<file path="src/rtl/ps2_tune_if.sv">
// Byte-stream inputs (PS/2, UART) and tuning-word outputs of ps2_tune_ctrl.
// The slave modport is the controller side; the master modport is the byte sources and the consumer side.
interface ps2_tune_if #(
    parameter int FW = 16
) ();
    logic [7:0]    ps2_byte;
    logic          ps2_valid;
    logic [7:0]    uart_byte;
    logic          uart_valid;
    logic [FW-1:0] freq_word;
    logic          freq_upd;
    logic [2:0]    step_sel;
    logic          src_last;
    logic          cmd_drop;

    modport slave (
        input  ps2_byte, ps2_valid, uart_byte, uart_valid,
        output freq_word, freq_upd, step_sel, src_last, cmd_drop
    );

    modport master (
        output ps2_byte, ps2_valid, uart_byte, uart_valid,
        input  freq_word, freq_upd, step_sel, src_last, cmd_drop
    );
endinterface

</file>
<file path="src/rtl/ps2_tune_ctrl.sv">
// Decodes PS/2 scancodes and UART bytes into tune commands and applies them round-robin to a saturating tuning word.
// Define TUNE_TIMEOUT_EN to return the PS/2 prefix FSM to IDLE after TIMEOUT_CYC cycles without a byte.
module ps2_tune_ctrl #(
    parameter int            FW          = 16,
    parameter logic [FW-1:0] FREQ_INIT   = 16'h0400,
    parameter logic [FW-1:0] FREQ_MIN    = 16'h0001,
    parameter logic [FW-1:0] FREQ_MAX    = 16'hFFF0,
    parameter int            TIMEOUT_CYC = 100000
) (
    input  logic      clk,
    input  logic      rst_n,
    ps2_tune_if.slave bus
);
    typedef enum logic [1:0] {OP_INC, OP_DEC, OP_RST, OP_STEP} op_e;
    typedef struct packed {
        logic       vld;
        op_e        op;
        logic [2:0] k;
    } cmd_t;
    typedef enum logic [1:0] {S_IDLE, S_EXT, S_BRK, S_EXTBRK} ps2_st_e;

    localparam cmd_t CMD_NONE = '{vld: 1'b0, op: OP_INC, k: 3'd0};

    function automatic cmd_t mk_cmd(input op_e op, input logic [2:0] k);
        return '{vld: 1'b1, op: op, k: k};
    endfunction

    ps2_st_e       st_q, st_d;
    cmd_t          ps2_cmd, uart_cmd, gnt_cmd;
    cmd_t          ps2_slot_q, ps2_slot_d, uart_slot_q, uart_slot_d;
    logic          rr_q, rr_d;
    logic          gnt_ps2, gnt_uart;
    logic [FW-1:0] freq_q, freq_d;
    logic [2:0]    step_q, step_d;
    logic          upd_q, upd_d, src_q, src_d, drop_q, drop_d;
    logic [FW:0]   step_val, sum, diff;

`ifdef TUNE_TIMEOUT_EN
    localparam int TO_W = $clog2(TIMEOUT_CYC + 1);
    logic [TO_W-1:0] to_cnt_q, to_cnt_d;

    assign to_cnt_d = (bus.ps2_valid || st_q == S_IDLE) ? '0 : to_cnt_q + 1'b1;
`endif

    // NOTE: every comb output gets a default first so no path can infer a latch.
    always_comb begin
        st_d    = st_q;
        ps2_cmd = CMD_NONE;
        if (bus.ps2_valid) begin
            case (st_q)
                S_IDLE: begin
                    if (bus.ps2_byte == 8'hE0)      st_d = S_EXT;
                    else if (bus.ps2_byte == 8'hF0) st_d = S_BRK;
                    else begin
                        case (bus.ps2_byte)
                            8'h16:   ps2_cmd = mk_cmd(OP_STEP, 3'd0);
                            8'h1E:   ps2_cmd = mk_cmd(OP_STEP, 3'd1);
                            8'h26:   ps2_cmd = mk_cmd(OP_STEP, 3'd2);
                            8'h25:   ps2_cmd = mk_cmd(OP_STEP, 3'd3);
                            8'h2E:   ps2_cmd = mk_cmd(OP_STEP, 3'd4);
                            8'h36:   ps2_cmd = mk_cmd(OP_STEP, 3'd5);
                            8'h3D:   ps2_cmd = mk_cmd(OP_STEP, 3'd6);
                            8'h3E:   ps2_cmd = mk_cmd(OP_STEP, 3'd7);
                            8'h2D:   ps2_cmd = mk_cmd(OP_RST, 3'd0);
                            default: ps2_cmd = CMD_NONE;
                        endcase
                    end
                end
                S_EXT: begin
                    st_d = (bus.ps2_byte == 8'hF0) ? S_EXTBRK : S_IDLE;
                    if (bus.ps2_byte == 8'h75)      ps2_cmd = mk_cmd(OP_INC, 3'd0);
                    else if (bus.ps2_byte == 8'h72) ps2_cmd = mk_cmd(OP_DEC, 3'd0);
                end
                default: st_d = S_IDLE;  // break code byte is swallowed
            endcase
        end
`ifdef TUNE_TIMEOUT_EN
        else if (st_q != S_IDLE && to_cnt_q == TO_W'(TIMEOUT_CYC - 1)) begin
            st_d = S_IDLE;
        end
`endif
    end

    always_comb begin
        uart_cmd = CMD_NONE;
        if (bus.uart_valid) begin
            if (bus.uart_byte[7:3] == 5'b00110)  uart_cmd = mk_cmd(OP_STEP, bus.uart_byte[2:0]);
            else if (bus.uart_byte == 8'h55)     uart_cmd = mk_cmd(OP_INC, 3'd0);
            else if (bus.uart_byte == 8'h44)     uart_cmd = mk_cmd(OP_DEC, 3'd0);
            else if (bus.uart_byte == 8'h52)     uart_cmd = mk_cmd(OP_RST, 3'd0);
        end
    end

    // Round-robin grant; a slot granted this cycle may be refilled in the same cycle without a drop.
    always_comb begin
        gnt_ps2  = ps2_slot_q.vld && (!uart_slot_q.vld || !rr_q);
        gnt_uart = uart_slot_q.vld && !gnt_ps2;
        gnt_cmd  = gnt_ps2 ? ps2_slot_q : uart_slot_q;

        rr_d = rr_q;
        if (gnt_ps2)       rr_d = 1'b1;
        else if (gnt_uart) rr_d = 1'b0;

        ps2_slot_d  = ps2_cmd.vld  ? ps2_cmd  : (gnt_ps2  ? CMD_NONE : ps2_slot_q);
        uart_slot_d = uart_cmd.vld ? uart_cmd : (gnt_uart ? CMD_NONE : uart_slot_q);
        drop_d = drop_q
               | (ps2_cmd.vld  && ps2_slot_q.vld  && !gnt_ps2)
               | (uart_cmd.vld && uart_slot_q.vld && !gnt_uart);
    end

    // Arithmetic one bit wider than the word so overflow and borrow are visible before clamping.
    always_comb begin
        step_val = (FW+1)'(1) << {step_q, 1'b0};
        sum      = {1'b0, freq_q} + step_val;
        diff     = {1'b0, freq_q} - step_val;
        freq_d   = freq_q;
        step_d   = step_q;
        upd_d    = 1'b0;
        src_d    = src_q;
        if (gnt_ps2 || gnt_uart) begin
            upd_d = 1'b1;
            src_d = gnt_uart;
            case (gnt_cmd.op)
                OP_INC:  freq_d = (sum > {1'b0, FREQ_MAX}) ? FREQ_MAX : sum[FW-1:0];
                OP_DEC:  freq_d = (diff[FW] || diff[FW-1:0] < FREQ_MIN) ? FREQ_MIN : diff[FW-1:0];
                OP_RST:  freq_d = FREQ_INIT;
                default: step_d = gnt_cmd.k;
            endcase
        end
    end

    // NOTE: sequential state uses non-blocking assignments only, so all flops sample the same pre-edge values.
    always_ff @(posedge clk or negedge rst_n) begin
        if (!rst_n) begin
            st_q        <= S_IDLE;
            ps2_slot_q  <= CMD_NONE;
            uart_slot_q <= CMD_NONE;
            rr_q        <= 1'b0;
            freq_q      <= FREQ_INIT;
            step_q      <= 3'd0;
            upd_q       <= 1'b0;
            src_q       <= 1'b0;
            drop_q      <= 1'b0;
`ifdef TUNE_TIMEOUT_EN
            to_cnt_q    <= '0;
`endif
        end else begin
            st_q        <= st_d;
            ps2_slot_q  <= ps2_slot_d;
            uart_slot_q <= uart_slot_d;
            rr_q        <= rr_d;
            freq_q      <= freq_d;
            step_q      <= step_d;
            upd_q       <= upd_d;
            src_q       <= src_d;
            drop_q      <= drop_d;
`ifdef TUNE_TIMEOUT_EN
            to_cnt_q    <= to_cnt_d;
`endif
        end
    end

    assign bus.freq_word = freq_q;
    assign bus.freq_upd  = upd_q;
    assign bus.step_sel  = step_q;
    assign bus.src_last  = src_q;
    assign bus.cmd_drop  = drop_q;
endmodule

</file>
<file path="src/flat_wrapper.sv">
// flat-port wrapper written by rule: the top's interface ports become plain ports
module ps2_tune_ctrl_flat 
#(
    parameter int            FW          = 16,
    parameter logic [FW-1:0] FREQ_INIT   = 16'h0400,
    parameter logic [FW-1:0] FREQ_MIN    = 16'h0001,
    parameter logic [FW-1:0] FREQ_MAX    = 16'hFFF0,
    parameter int            TIMEOUT_CYC = 100000
)
  (clk, rst_n, bus_ps2_byte, bus_ps2_valid, bus_uart_byte, bus_uart_valid, bus_freq_word, bus_freq_upd, bus_step_sel, bus_src_last, bus_cmd_drop);
  ps2_tune_if #(.FW(FW)) bus_i ();
  input  logic clk;
  input  logic rst_n;
  input wire logic [$bits(bus_i.ps2_byte)-1:0] bus_ps2_byte;
  input wire logic [$bits(bus_i.ps2_valid)-1:0] bus_ps2_valid;
  input wire logic [$bits(bus_i.uart_byte)-1:0] bus_uart_byte;
  input wire logic [$bits(bus_i.uart_valid)-1:0] bus_uart_valid;
  output wire logic [$bits(bus_i.freq_word)-1:0] bus_freq_word;
  output wire logic [$bits(bus_i.freq_upd)-1:0] bus_freq_upd;
  output wire logic [$bits(bus_i.step_sel)-1:0] bus_step_sel;
  output wire logic [$bits(bus_i.src_last)-1:0] bus_src_last;
  output wire logic [$bits(bus_i.cmd_drop)-1:0] bus_cmd_drop;
  assign bus_i.ps2_byte = bus_ps2_byte;
  assign bus_i.ps2_valid = bus_ps2_valid;
  assign bus_i.uart_byte = bus_uart_byte;
  assign bus_i.uart_valid = bus_uart_valid;
  assign bus_freq_word = bus_i.freq_word;
  assign bus_freq_upd = bus_i.freq_upd;
  assign bus_step_sel = bus_i.step_sel;
  assign bus_src_last = bus_i.src_last;
  assign bus_cmd_drop = bus_i.cmd_drop;
  ps2_tune_ctrl #(.FW(FW), .FREQ_INIT(FREQ_INIT), .FREQ_MIN(FREQ_MIN), .FREQ_MAX(FREQ_MAX), .TIMEOUT_CYC(TIMEOUT_CYC)) u_core (.clk(clk), .rst_n(rst_n), .bus(bus_i));
endmodule
</file>
<file path="config.mk">
export PLATFORM = sky130hd
export DESIGN_NAME = ps2_tune_ctrl_flat
export DESIGN_NICKNAME = d
export VERILOG_FILES = /design/src/rtl/ps2_tune_if.sv /design/src/rtl/ps2_tune_ctrl.sv /design/src/flat_wrapper.sv
export SDC_FILE = /design/constraint.sdc
export NUM_CORES = 1
export LEC_CHECK = 0
export CORE_MARGIN = 2
export CORE_UTILIZATION = 50
export CTS_BUF_LIST = sky130_fd_sc_hd__clkbuf_2
export CTS_CLUSTER_SIZE = 24
export DETAILED_ROUTE_END_ITERATION = 12
export PLACE_DENSITY_LB_ADDON = 0.3
export SYNTH_ARGS = -nofsm -noshare
export SYNTH_HDL_FRONTEND = slang
export SYNTH_SLANG_ARGS = --single-unit
export TNS_END_PERCENT = 50
</file>
<file path="constraint.sdc">
create_clock -name clk -period 9.9 [get_ports clk]
set_input_delay 1.98 -clock clk [delete_from_list [all_inputs] [get_ports clk]]
set_output_delay 1.98 -clock clk [all_outputs]
set_load 0.05 [all_outputs]
</file>
==> impl_metrics.sql <==
INSERT INTO impl_metrics (metric_group, metric, value, unit) VALUES
('route', 'drc_errors', '0', ''),
('grt', 'antenna_found_initial', '0', ''),
('worst_setup_path', 'worst_endpoint_data_arrival_time', '4.50', 'ns'),
('logic_synthesis', 'post_synth_main_area_contributors', 'sky130_fd_sc_hd__dfrtp_1 (24%), sky130_fd_sc_hd__ha_1 (8.6%), sky130_fd_sc_hd__o21ai_0 (4.4%)', ''),
('sta', 'finalSetupViolCount', '0', ''),
('worst_setup_path', 'worstReg2RegEnd', 'u_core.bus.freq_word[0]', ''),
('clocking', 'post-cts-setup-buffer-count', '0', ''),
('worst_setup_path', 'cp_max_fo', '11', ''),
('final_layout', 'fillers', '711', ''),
('route', 'drt_wl_total', '10.8', 'mm'),
('floorplanning', 'initial_core_util', '52.0', '%'),
('floorplanning', 'die_width', '91.1', 'microns'),
('worst_setup_path', 'start_kind', 'flop', ''),
('pwr', 'power.clock.fraction', '11.0', '%'),
('floorplanning', 'floorplan.rows', '31', ''),
('worst_hold_path', 'whs_endpoint', 'u_core.bus.cmd_drop', ''),
('clocking', 'post_cts_resized', '0', ''),
('logic_synthesis', 'synth_top_area_cell', 'sky130_fd_sc_hd__dfrtp_1', ''),
('worst_hold_path', 'holdPathStages', '1', ''),
('final_layout', 'commonest_cells_after_routing_fill_and_taps_aside', 'sky130_fd_sc_hd__nand2_1 (41), sky130_fd_sc_hd__clkdlybuf4s50_1 (40), sky130_fd_sc_hd__dfrtp_1 (36), sky130_fd_sc_hd__o21ai_0 (33), sky130_fd_sc_hd__a21oi_1 (30)', ''),
('logic_synthesis', 'post_synth.cell_area_avg', '8.02', 'sq um'),
('route', 'detailroute.via_count', '3839', ''),
('grt', 'grt_max_degree', '38', ''),
('grt', 'grt.overflow.total', '0', ''),
('pwr', 'cellInternalPower', '372', 'uW'),
('logic_synthesis', 'area_share_of_the_largest_cell_type_after_synthesis', '23.7', '%'),
('final_layout', 'combined_area_of_the_multi_input_logic_cells', '2640', 'sq um'),
('floorplanning', 'floorplan.io_pins', '42', ''),
('worst_hold_path', 'hp-start', 'u_core.bus.cmd_drop', ''),
('route', 'post_drt_wl_per_cell', '18.2', 'microns'),
('grt', 'global_route_wire_length_before_repair', '17.6', 'mm'),
('sta', 'timing_worst_slew_pin_value', '0.952', 'ns'),
('route', 'ant_nets', '0', ''),
('pwr', 'seq_power_share', '28.5', '%'),
('clocking', 'clockRootBuffer', 'sky130_fd_sc_hd__clkbuf_2', ''),
('logic_synthesis', 'post_synth_inst_count', '473', ''),
('route', 'drt-pass1-iter-count', '5', ''),
('sta', 'final.min_clock_period', '4.13', 'ns'),
('status', 'status', 'finished clean', ''),
('worst_setup_path', 'timing.critical_path.slowest_cell_delay', '0.73', 'ns'),
('clocking', 'ctsHtreeMaxLevel', '2', ''),
('floorplanning', 'coreArea', '7290', 'sq um'),
('logic_synthesis', 'syn-cell-area', '3790', 'sq um'),
('pwr', 'switching_share', '51.2', '%'),
('grt', 'grt_pass1_vias', '3670', ''),
('clocking', 'cts_tree', 'done', ''),
('pwr', 'total_leakage_power', '1.77', 'nW'),
('logic_synthesis', 'synth_sequential_area_ratio', '24.4', '%'),
('sta', 'max_slew_margin', '36.5', '%'),
('worst_setup_path', 'r2r-start', 'u_core.bus.step_sel[1]', ''),
('worst_setup_path', 'critPathSlowestCell', 'sky130_fd_sc_hd__a2111oi_4', ''),
('placement', 'gp_routability_congestion', '1.02', ''),
('pwr', 'peakVddDrop', '0.0775', 'mV'),
('sta', 'unrepaired_setup_endpoints_after_global_routing', 'false', ''),
('logic_synthesis', 'netlist-cell-type-count', '77', ''),
('final_layout', 'area_growth', '12.3', '%'),
('job', 'cap_viol_max_count', '0', ''),
('final_layout', 'layout_commonest_cell', 'sky130_fd_sc_hd__nand2_1', ''),
('sta', 'clock.fmax', '0.242', 'GHz'),
('clocking', 'max-clock-path-buffers', '2', ''),
('placement', 'place.detailed.hpwl', '8.07', 'mm'),
('logic_synthesis', 'synth-main-ff-cell', 'sky130_fd_sc_hd__dfrtp_1', ''),
('worst_setup_path', 'timing.critical_path.cells', 'or3b_2 > ha_1 > and3b_1 > or3_4 > a41o_4 > nor4_1 > a21oi_1 > a2111oi_4 > nor4_2 > a221o_1', ''),
('worst_hold_path', 'timing.hold.worst.class', 'flop to flop', ''),
('clocking', 'ctsHoldBuffers', '0', ''),
('logic_synthesis', 'yosysWarningCount', '0', ''),
('sta', 'hold_violations', '0', ''),
('sta', 'hold-worst-slack', '0.513', 'ns'),
('final_layout', 'nets', '543', ''),
('logic_synthesis', 'postSynthRegisterBits', '37', ''),
('pwr', 'comb_power_share', '60.5', '%');
-- cell usage after synthesis (6+ instances only) --
master and number:
sky130_fd_sc_hd__nand2_1 41, sky130_fd_sc_hd__dfrtp_1 36, sky130_fd_sc_hd__o21ai_0 33, sky130_fd_sc_hd__a21oi_1 30
sky130_fd_sc_hd__inv_1 28, sky130_fd_sc_hd__ha_1 26, sky130_fd_sc_hd__nor2_1 26, sky130_fd_sc_hd__clkbuf_1 16
sky130_fd_sc_hd__nor2b_1 14, sky130_fd_sc_hd__xnor2_1 13, sky130_fd_sc_hd__nand3_1 12, sky130_fd_sc_hd__o211ai_1 12
sky130_fd_sc_hd__nor3_1 10, sky130_fd_sc_hd__a21o_1 9, sky130_fd_sc_hd__a31oi_1 9, sky130_fd_sc_hd__nand2b_1 8
sky130_fd_sc_hd__nand4_1 8, sky130_fd_sc_hd__a211oi_1 7, sky130_fd_sc_hd__nand3b_1 7, sky130_fd_sc_hd__or3_1 6
sky130_fd_sc_hd__xor2_1 6
-- how the worst max path moves through the flow --
stage / slack [ns] / end / start
2_1_floorplan: 6.01 / u_core.bus.freq_word[1] / u_core.bus.step_sel[2]
5_1_grt: 5.55 / u_core.bus.freq_word[4] / u_core.bus.step_sel[1]
3_3_place_gp: 5.91 / u_core.bus.cmd_drop / bus_ps2_byte[2]
4_1_cts: 5.83 / u_core.bus.freq_word[0] / u_core.bus.step_sel[1]
6_report: 5.77 / u_core.bus.freq_word[0] / u_core.bus.step_sel[1]
3_5_place_dp: 5.84 / u_core.bus.cmd_drop / bus_ps2_byte[4]
-- worst max-delay path: cells and delay by family, from the launching register on --
| family | cells | cell delay [ns] |
|---|---|---|
| compound gates | 4 | 1.48 |
| flops | 1 | 0.53 |
| fa+ha+maj | 1 | 0.50 |
| simple gates | 5 | 1.52 |
-- flip-flops by register name, summed over array words and instances, names as in the netlist --
| register | count |
|---|---|
| u_core.bus.cmd_drop | 1 |
| u_core.st_q | 2 |
| u_core.bus.step_sel | 3 |
| u_core.bus.freq_word | 16 |
| u_core.rr_q | 1 |
| u_core.ps2_slot_q | 6 |
| u_core.bus.freq_upd | 1 |
| u_core.uart_slot_q | 6 |
| u_core.bus.src_last | 1 |
-- power groups by stage --
| stage | sequential (mW) | clock (mW) | combinational (mW) |
|---|---|---|---|
| final | 0.217 | 0.0836 | 0.462 |
| after global routing | 0.222 | 0.0890 | 0.498 |
| after CTS | 0.216 | 0.0846 | 0.454 |
| after detailed placement | 0.219 | 0 | 0.451 |
| after global placement | 0.218 | 0 | 0.449 |
| after floorplan | 0.270 | 0 | 0.272 |
-- routing by layer --
| metal | routed length (microns) | part of all wire (%) | GRT usage [%] | up-vias |
|---|---|---|---|---|
| met2 | 5280 | 49 | 45.6 | 167 |
| met1 | 4460 | 41 | 32.4 | 1818 |
| li1 | - | - | - | 1822 |
| met3 | 735 | 6.8 | 3.65 | 32 |
| met4 | 366 | 3.4 | 11.4 | 0 |
| met5 | 0 | 0 | 0 | - |
-- stage by stage --
step           utilization (%)  setup slack, ns  cells  power (mW)  cell area [sq um]
2_1_floorplan                -             6.01    473       0.542               3790
3_3_place_gp              57.8             5.91    589       0.668               4220
3_5_place_dp              57.8             5.84    589       0.670               4220
4_1_cts                   58.4             5.83    597       0.755               4260
5_1_grt                   58.4             5.55    597       0.809               4260
6_report                  58.4             5.77    597       0.763               4260
-- logic make-up after synthesis --
family	Yosys count	share of synthesized area, %
flops	37	24.4
compound gates	162	30.4
buf+inv	54	5.97
xor+xnor	19	4.39
simple gates	169	24.6
mux	6	1.62
fa+ha+maj	26	8.58
-- area by class of cell --
type	count	area share, %
clock inverter	3	0.499
inverter	29	2.55
clock buffer	5	0.587
timing repair buffer	42	9.69
tap	99	2.91
sequential	37	21.8
multi-input combinational	382	62.0
Power figures use the tool's default switching activity.
